<file path="src/rtl/sccb_config_sequencer.sv">
// Camera register-table sequencer: walks a fixed ROM and issues one SCCB write per entry,
// handshaking on sccb_ready and honouring inline delay / end markers.
module sccb_config_sequencer #(
  parameter int unsigned CLK_FREQ     = 25_000_000,
  parameter int unsigned DELAY_CYCLES = 250_000,
  parameter bit          AUTO_START   = 1'b1
) (
  input  logic       clk,
  input  logic       reset,
  input  logic       config_start,
  input  logic       sccb_ready,
  output logic       sccb_start,
  output logic [7:0] sccb_address,
  output logic [7:0] sccb_data,
  output logic       config_busy,
  output logic       config_done,
  output logic [3:0] config_index
);

  localparam int unsigned CNT_W = (DELAY_CYCLES > 1) ? $clog2(DELAY_CYCLES) : 1;

  if (DELAY_CYCLES < 1 || CLK_FREQ == 0) begin : g_param_check
    $error("sccb_config_sequencer: DELAY_CYCLES must be >= 1 and CLK_FREQ nonzero");
  end

  typedef enum logic [2:0] {
    IDLE,
    FETCH,
    ISSUE,
    WAIT_ACCEPT,
    WAIT_DONE,
    DELAY,
    DONE
  } state_t;

  state_t           state;
  logic [CNT_W-1:0] delay_cnt;
  logic             auto_pending;
  logic [15:0]      entry;

  // Indices past the table decode as the end marker.
  always_comb begin
    entry = 16'hFFFF;
    case (config_index)
      4'd0:    entry = 16'h1280;
      4'd1:    entry = 16'hFFF0;
      4'd2:    entry = 16'h1204;
      4'd3:    entry = 16'h1101;
      4'd4:    entry = 16'h40D0;
      4'd5:    entry = 16'h3A04;
      4'd6:    entry = 16'h8C00;
      default: entry = 16'hFFFF;
    endcase
  end

  always_ff @(posedge clk) begin
    if (!reset) begin
      state        <= IDLE;
      sccb_start   <= 1'b0;
      sccb_address <= '0;
      sccb_data    <= '0;
      config_busy  <= 1'b0;
      config_done  <= 1'b0;
      config_index <= '0;
      delay_cnt    <= '0;
      auto_pending <= AUTO_START;
    end else begin
      sccb_start <= 1'b0;
      case (state)
        IDLE: begin
          // auto_pending turns the first post-reset cycle into an implicit start.
          if (config_start || auto_pending) begin
            auto_pending <= 1'b0;
            config_index <= '0;
            config_done  <= 1'b0;
            config_busy  <= 1'b1;
            state        <= FETCH;
          end
        end
        FETCH: begin
          if (entry == 16'hFFFF) begin
            state <= DONE;
          end else if (entry == 16'hFFF0) begin
            delay_cnt <= CNT_W'(DELAY_CYCLES - 1);
            state     <= DELAY;
          end else begin
            sccb_address <= entry[15:8];
            sccb_data    <= entry[7:0];
            state        <= ISSUE;
          end
        end
        ISSUE: begin
          if (sccb_ready) begin
            sccb_start <= 1'b1;
            state      <= WAIT_ACCEPT;
          end
        end
        WAIT_ACCEPT: begin
          if (!sccb_ready) state <= WAIT_DONE;
        end
        WAIT_DONE: begin
          if (sccb_ready) begin
            config_index <= config_index + 4'd1;
            state        <= FETCH;
          end
        end
        DELAY: begin
          if (delay_cnt == '0) begin
            config_index <= config_index + 4'd1;
            state        <= FETCH;
          end else begin
            delay_cnt <= delay_cnt - 1'b1;
          end
        end
        DONE: begin
          config_busy <= 1'b0;
          config_done <= 1'b1;
          state       <= IDLE;
        end
        default: state <= IDLE;
      endcase
    end
  end

endmodule

</file>
<file path="config.mk">
export PLATFORM = sky130hd
export DESIGN_NAME = sccb_config_sequencer
export DESIGN_NICKNAME = d
export VERILOG_FILES = /design/src/rtl/sccb_config_sequencer.sv
export SDC_FILE = /design/constraint.sdc
export NUM_CORES = 1
export LEC_CHECK = 0
export ABC_CLOCK_PERIOD_IN_PS = 2000
export CORE_UTILIZATION = 52
export CTS_BUF_LIST = sky130_fd_sc_hd__clkbuf_2
export CTS_CLUSTER_DIAMETER = 60
export DETAILED_ROUTE_END_ITERATION = 12
export GPL_TIMING_DRIVEN = 0
export PLACE_DENSITY = 0.82
export REMOVE_ABC_BUFFERS = 1
export SETUP_SLACK_MARGIN = 0.05
export SYNTH_ARGS = -nofsm -noshare
export SYNTH_HDL_FRONTEND = slang
export SYNTH_SLANG_ARGS = --single-unit
</file>
<file path="constraint.sdc">
create_clock -name clk -period 2 [get_ports clk]
set_input_delay 0.3 -clock clk [delete_from_list [all_inputs] [get_ports clk]]
set_output_delay 0.3 -clock clk [all_outputs]
set_load 0.05 [all_outputs]
</file>
Yosys cells after proc, flatten, opt, wreduce, memory -nomap -nowiden
Index checks and enable logic that the tools add are counted.

Register bits: 45. Bits of input ports: 4. Output and inout port bits: 23. Logic and storage cells: 71.

$add $sub $neg: 2. Equal/unequal tests: 22. Muxes and demuxes: 22. Bitwise gates (word level): 2. Reductions and logical operators: 14.

Operators by type and width (number): $pmux W16 S7 (1); $mux W18 (3); $pmux W18 S2 (1); $eq A16 B16 Y1 const B (2); $mux W3 (7); $logic_not A18 Y1 (1); $pmux W3 S6 (1); $sub A18 B1 Y18 const B (1); $ne A2 B2 Y1 const B (8); $eq A4 B3 Y1 const B (3); $mux W4 (3); $pmux W4 S3 (1); $eq A3 B3 Y1 const B (3); $eq A4 B2 Y1 const B (2); $reduce_and A4 Y1 (2); $eq A3 B2 Y1 const B (2); $reduce_and A2 Y1 (3); $reduce_and A5 Y1 (1); $add A4 B1 Y4 const B (1); $eq A4 B1 Y1 const B (1); $logic_not A4 Y1 (1); $pmux W1 S2 (2); $reduce_bool A2 Y1 (2); $eq A3 B1 Y1 const B (1); 6 further kinds (9).

Longest topological paths before layout
Word-level depth: 6. Gate-level depth with buffers: 8. Depth with buffers taken out: 7.

Worst setup path before layout
No wires, ideal clock.

Path kind: register to register. Start: reg config_index[0]. End: reg delay_cnt[10]. Arrival: 2.307 ns. Setup slack: -0.428 ns. Cell stages (with the launch flop): 8. Path buffers: 1. Period minus slack after synthesis: 2.428 ns. Path through: dfxtp_1 -> inv_1 -> ha_1 -> nor4b_1 -> or4b_1 -> buf_2 -> nand2_1 -> nor2_1.

Longest elaborated chain between the ends: 5. Elaborated cells on any way between the ends: 13.

RTL lines: start, declared (RTL line 17) `output logic [3:0] config_index`; start signal, assigned (RTL line 103) `config_index <= config_index + 4'd1;`; start signal, assigned (RTL line 109) `config_index <= config_index + 4'd1;`; $eq A4 B3 Y1 (tied with other cells) (RTL line 44) `case (config_index)`; $pmux W16 S7 * (RTL line 44); $eq A16 B16 Y1, on equally long branches (RTL line 83, 81); $ne A2 B2 Y1 (no line); $reduce_and A4 Y1 (no line) *; end signal, assigned (RTL line 84) `delay_cnt <= CNT_W'(DELAY_CYCLES - 1);`; end signal, assigned (RTL line 112) `delay_cnt <= delay_cnt - 1'b1;`; end, declared (RTL line 37) `logic [CNT_W-1:0] delay_cnt;`.

Every way passes the cells marked *; elsewhere a longest branch is shown, timed or not. A chain may end at the register's enable or synchronous reset.

Worst setup path after layout
Start: reg config_index[0]. End: reg sccb_data[2].

Longest elaborated chain between the ends: 5. Elaborated cells on any way between the ends: 13.

RTL lines: $eq A4 B3 Y1 (tied with other cells) (RTL line 44); $pmux W16 S7 * (RTL line 44); $eq A16 B16 Y1, on equally long branches (RTL line 83, 81); $not A1 Y1 (no line); $reduce_and A3 Y1 (no line); end signal, assigned (RTL line 88) `sccb_data <= entry[7:0];`; end, declared (RTL line 14) `output logic [7:0] sccb_data,`.

Marked as above.

==> flow_summary.ini <==
[outcome]
status = finished with violations
violations = setup timing

[final_layout]
drive_gt1_share_pct = 27.0
antennaDiodeCount = 0
area_growth_pct = 32.4
final_nets = 319
final_cell_count_no_fill = 361
stdcell_area_um2 = 3030
fillers = 259
utilization_pct = 73.6
mostFrequentLayoutCells = dfxtp_1, nor2_1, nand2_1, buf_4, o21ai_0
final_common_cell = dfxtp_1

[routing]
drcViolationCount = 0
drt_first_pass_iters = 6
drtAntennaViolNets = 0
wl_per_cell_um = 18.3
viasPerCell = 6.36
drtIter0Drc = 176
drt-total-wl_mm = 6.59
num_vias = 2295

[global_routing]
globalRouteTotalUtil_pct = 24.3
grt_pass1_vias = 1855
gr-total-overflow = 0
antenna_found_initial = 0
grt_max_degree = 29
grt_pass1_wl_mm = 8.54

[yosys]
syn_area_um2 = 2290
syn_area_per_cell_um2 = 8.44
yosysSeqAreaShare_pct = 35.9
synth_compound_area_share_pct = 19.9
synthMuxAreaShare_pct = 1.75
yosysWarnings = 0
synth_edf_count = 0
ys_types = 53
ys_seq_elements = 41
async_flop_share_pct = 0
synth_simple_gate_area_share_pct = 29.6
synth_xor_area_share_pct = 3.83
synth_ff_type = dfxtp_1
syn_inst = 271
synthAdderAreaFrac_pct = 2.74
synth_top_family_by_area = simple AND/OR/NAND/NOR gates

[sta]
setup_violations = 24
final_max_slew_viol_count = 0
skew_ns = 0.0208
fin_ws_ns = -0.168
relSlewSlack_pct = 31.3
hold_violations = 0
fin_tns_setup_ns = -1.11
fmax_mhz = 461
holdWs_ns = 0.471
rsz0062_at_grt = true
worstMarginPinSlew_ns = 1.03
post-route-min-period_ns = 2.17
finalCritPeriodShare_pct = 108

[floorplan]
die_area_um2 = 4670
fp.dieW_um = 68.3
core_um2 = 4120
start_util_pct = 55.6
rows = 23
ios = 27
die_h_um = 68.3

[critical_path]
cp-end-kind = flop
critPathSlowestCell = dfxtp_4
critPathKind = flop to flop
crit_path_start_kind = flop
cpPeakStageDelay_ns = 0.44
cp.required_ns = 2.30
path_delay_family = simple AND/OR/NAND/NOR gates
reg2reg_slack_ns = -0.17
critPathArrivalTime_ns = 2.47
crit_fanout = 5
path_buf_inv = 2
cp_cell_sequence = ha_4, nor2b_4, o41ai_4, buf_12, nor4_4, buf_4, mux2i_2, nor2_1

[power_and_ir_drop]
combPwrFrac_pct = 64.2
seqPwrFrac_pct = 27.8
pwr-share-clk_pct = 7.9
p_leak_nw = 1.36
swShare_pct = 48.2
power.internal_mw = 2.41
switchingPower_mw = 2.24
peakVddDrop_v = 0.00108
power.density_nw_per_um2 = 1530
finalPower_mw = 4.65

[clocking]
holdBufCountCts = 0
cts_num_sinks = 41
cts_tree = yes
clockRootBuffer = clkbuf_2
clk-insertion-delay-late_ns = 0.40
cts-buffers-inserted = 5
clockBufferDepth = 2
cts.htree.levels = 2
cts.clk_slew.worst_paths_ns = 0.20

[placed_design]
detailed_place_hpwl_mm = 3.10
post_dp_cell_area_um2 = 2510
gp_congestion = 0.865
port_buffers = 26
post-place-ws_ns = -0.369
placedCellCount = 328

[worst_hold_path]
hold_path.class = flop to flop

[flow_run]
drv_cap = 0
## per-layer routing
metal  vias up  global-route usage (%)  share of wire [%]
li1       1060                       -                  -
met1      1085                    29.6                 40
met2       129                    41.2                 51
met3        21                    6.50                7.1
met4         0                    7.29                2.5
met5         -                       0                  0
## cell families after synthesis
logic type	after synthesis
and+or+nand+nor	114
AOI/OAI and AO/OA	67
DFF	41
buffers and inverters	30
xor gates and xnor gates	10
adders and majority gates	5
muxes	4
## Yosys cell counts, types with 5 or more instances
cell / count / share of area [%]
a21boi_0: 7 / 2.3
clkbuf_1: 7 / 1.1
o21ai_0: 17 / 3.7
dfxtp_1: 41 / 36
inv_1: 11 / 1.8
buf_2: 7 / 1.5
nor3_1: 10 / 2.2
nand4_1: 6 / 1.6
a21oi_1: 13 / 2.8
nand2_1: 22 / 3.6
ha_1: 5 / 2.7
xor2_1: 8 / 3.1
nand3_1: 5 / 1.1
nor2_1: 27 / 4.4
## state kept, by name (all words and copies together) (netlist names)
name and flops:
sccb_address 7, config_busy 1, sccb_start 1, config_index 4
config_done 1, auto_pending 1, delay_cnt 18, state 3
sccb_data 5
## path summary, 6_finish.rpt
kind	start	to	depth (start not counted)
min	sccb_address[4]$_SDFFE_PN0P_	sccb_address[4]$_SDFFE_PN0P_	2
max	config_index[0]$_SDFFE_PN0P_	sccb_data[2]$_SDFFE_PN0P_	8
min reg2reg	sccb_address[4]$_SDFFE_PN0P_	sccb_address[4]$_SDFFE_PN0P_	2
max reg2reg	config_index[0]$_SDFFE_PN0P_	sccb_data[2]$_SDFFE_PN0P_	8
## worst register-to-register path: cells and delay by family (launching register included)
kind,cells,cell delay [ns]
AOI/OAI and AO/OA,1,0.14
adders and majority gates,1,0.15
buffers and inverters,2,0.39
DFF,1,0.44
muxes,1,0.26
and+or+nand+nor,3,0.69
## cell type report
cell class | count | area [µm²] | area share [%]
Clock buffer | 8 | 40.0 | 1.32
Timing Repair Buffer | 49 | 477 | 15.7
Multi-Input combinational cell | 202 | 1570 | 51.7
Tap cell | 50 | 62.6 | 2.07
Sequential cell | 41 | 837 | 27.6
Inverter | 11 | 45.0 | 1.49
## what timing repair did
| item | in CTS | in global routing |
|---|---|---|
| resized for setup | 29 | 48 |
| endpoints found under the hold margin | 0 | 0 |
| gates cloned | 1 | 1 |
| setup endpoints to repair | 40 | 47 |
| pin swaps | 3 | 14 |
| buffers inserted | 8 | 15 |
## power by group through the flow
stage | Combinational [mW] | Clock (mW) | Sequential (mW)
floorplan | 1.22 | 0 | 1.54
global placement | 1.99 | 0 | 1.24
detailed placement | 2.00 | 0 | 1.25
CTS | 2.38 | 0.368 | 1.24
global route | 3.15 | 0.408 | 1.32
finish | 2.98 | 0.368 | 1.29
Power figures use the tool's default switching activity.
==> RTL edit (same flow settings) <==
Encoding of `state_t`: now one-hot (7 bits for 7 states).
--- a/src/rtl/sccb_config_sequencer.sv
+++ b/src/rtl/sccb_config_sequencer.sv
@@ -25,10 +25,10 @@
 
-  typedef enum logic [2:0] {
-    IDLE,
-    FETCH,
-    ISSUE,
-    WAIT_ACCEPT,
-    WAIT_DONE,
-    DELAY,
-    DONE
+  typedef enum logic [6:0] {
+    IDLE        = 7'b0000001,
+    FETCH       = 7'b0000010,
+    ISSUE       = 7'b0000100,
+    WAIT_ACCEPT = 7'b0001000,
+    WAIT_DONE   = 7'b0010000,
+    DELAY       = 7'b0100000,
+    DONE        = 7'b1000000
   } state_t;
Behaviour: same outputs for any inputs over 10 cycles, from zero or initial values and one cycle with reset low; not proved beyond that.
==> RTL edit against the unedited design <==
The flow still finishes with violations (setup timing); sequential share of layout area grew 0.072 points; final area rose by 13%; critical path type unchanged; synthesized area rose by 8.8%; critical endpoint is now delay_cnt[13]; routed wire length rose by 18%; highest routed layer unchanged; maximum frequency fell by 1.6%; worst setup slack got worse by 0.036 ns; sequential cell count up 4.
Power is not compared: it rests on default switching activity, and its combinational part moved more than twofold at a synthesized area within 25%.
==> RTL edit: results (changes against the unedited design) <==
stage,metric,value,unit,change
clock_tree,clock_latency,0.44,ns,+0.04 ns
final_layout,postLayoutCoreUtil,76.2,%,+2.6 points
logic_synthesis,synth_adder_area_share,3.02,%,+0.28 points
grt,grt_util_met2,47.5,%,+6.3 points
grt,met1_usage,34.0,%,+4.4 points
logic_synthesis,synth_area_leaders,"dfxtp_1, nor2_1, a311oi_1, a21oi_1, ha_1",,
status,violations,setup timing,,
sta,setup_slack,-0.204,ns,-0.0358 ns
final_layout,reg.largest.list,"delay_cnt (18), sccb_address (7), state (7)",,
sta,fin_tns_setup,-1.84,ns,-0.724 ns
grt,grt_use_met3,5.41,%,-1.1 points
logic_synthesis,synthXorXnorAreaFrac,0.704,%,-3.1 points
sta,setup_viol,26,,+8.3%
placed_design,gp_congestion,0.909,,+5.1%
route,dr_wl_met2,3930,um,+18%
final_layout,n_fill_cell,298,,+15%
logic_synthesis,synth_compound_area_share,24.8,%,+4.9 points
placed_design,hpwl,3890,um,+26%
sta,slew_headroom,25.2,%,-6.1 points
route,vias,2715,,+18%
route,wl_met1,3090,um,+18%
status,outcome,"complete, but fails checks",,
route,first_pass_iters,5,,-1
final_layout,drive_gt1_share,35.9,%,+8.9 points
logic_synthesis,synth_area_per_cell,8.40,um2,-0.43%
logic_synthesis,synth_common_cells,"dfxtp_1, nor2_1, nand2_1, a21oi_1",,
hold_path,min-delay-start,sccb_ready,,
## RTL edit: area by class of cell
cell class                 instances  area share [%]
multi-input combinational        221            51.3
sequential                        45            27.7
timing repair buffer              60            16.5
tap                               52            1.91
inverter                           8            1.06
clock buffer                       6           0.881
clock inverter                     2           0.441
timing repair inverter             1           0.220
## RTL edit: final timing paths
kind,end,slack [ns]
worst min register to register,auto_pending,0.51
worst min-delay path,sccb_start,0.50
worst max-delay path,delay_cnt[13],-0.20
worst max register to register,delay_cnt[13],-0.20
## RTL edit: worst max-delay path, cell delays in order (launching register included)
cell      delay (ns)
dfxtp_4         0.42
inv_4           0.07
ha_4            0.12
or3b_4          0.37
or3_4           0.38
o221ai_4        0.24
buf_6           0.17
buf_6           0.10
nand2_2         0.03
a32o_1          0.21
## RTL edit: what timing repair did
item | CTS | global route
gates resized for setup | 85 | 51
setup buffers | 20 | 14
endpoints found under the setup margin | 52 | 49
cloned | 2 | 1
pin swaps | 27 | 24
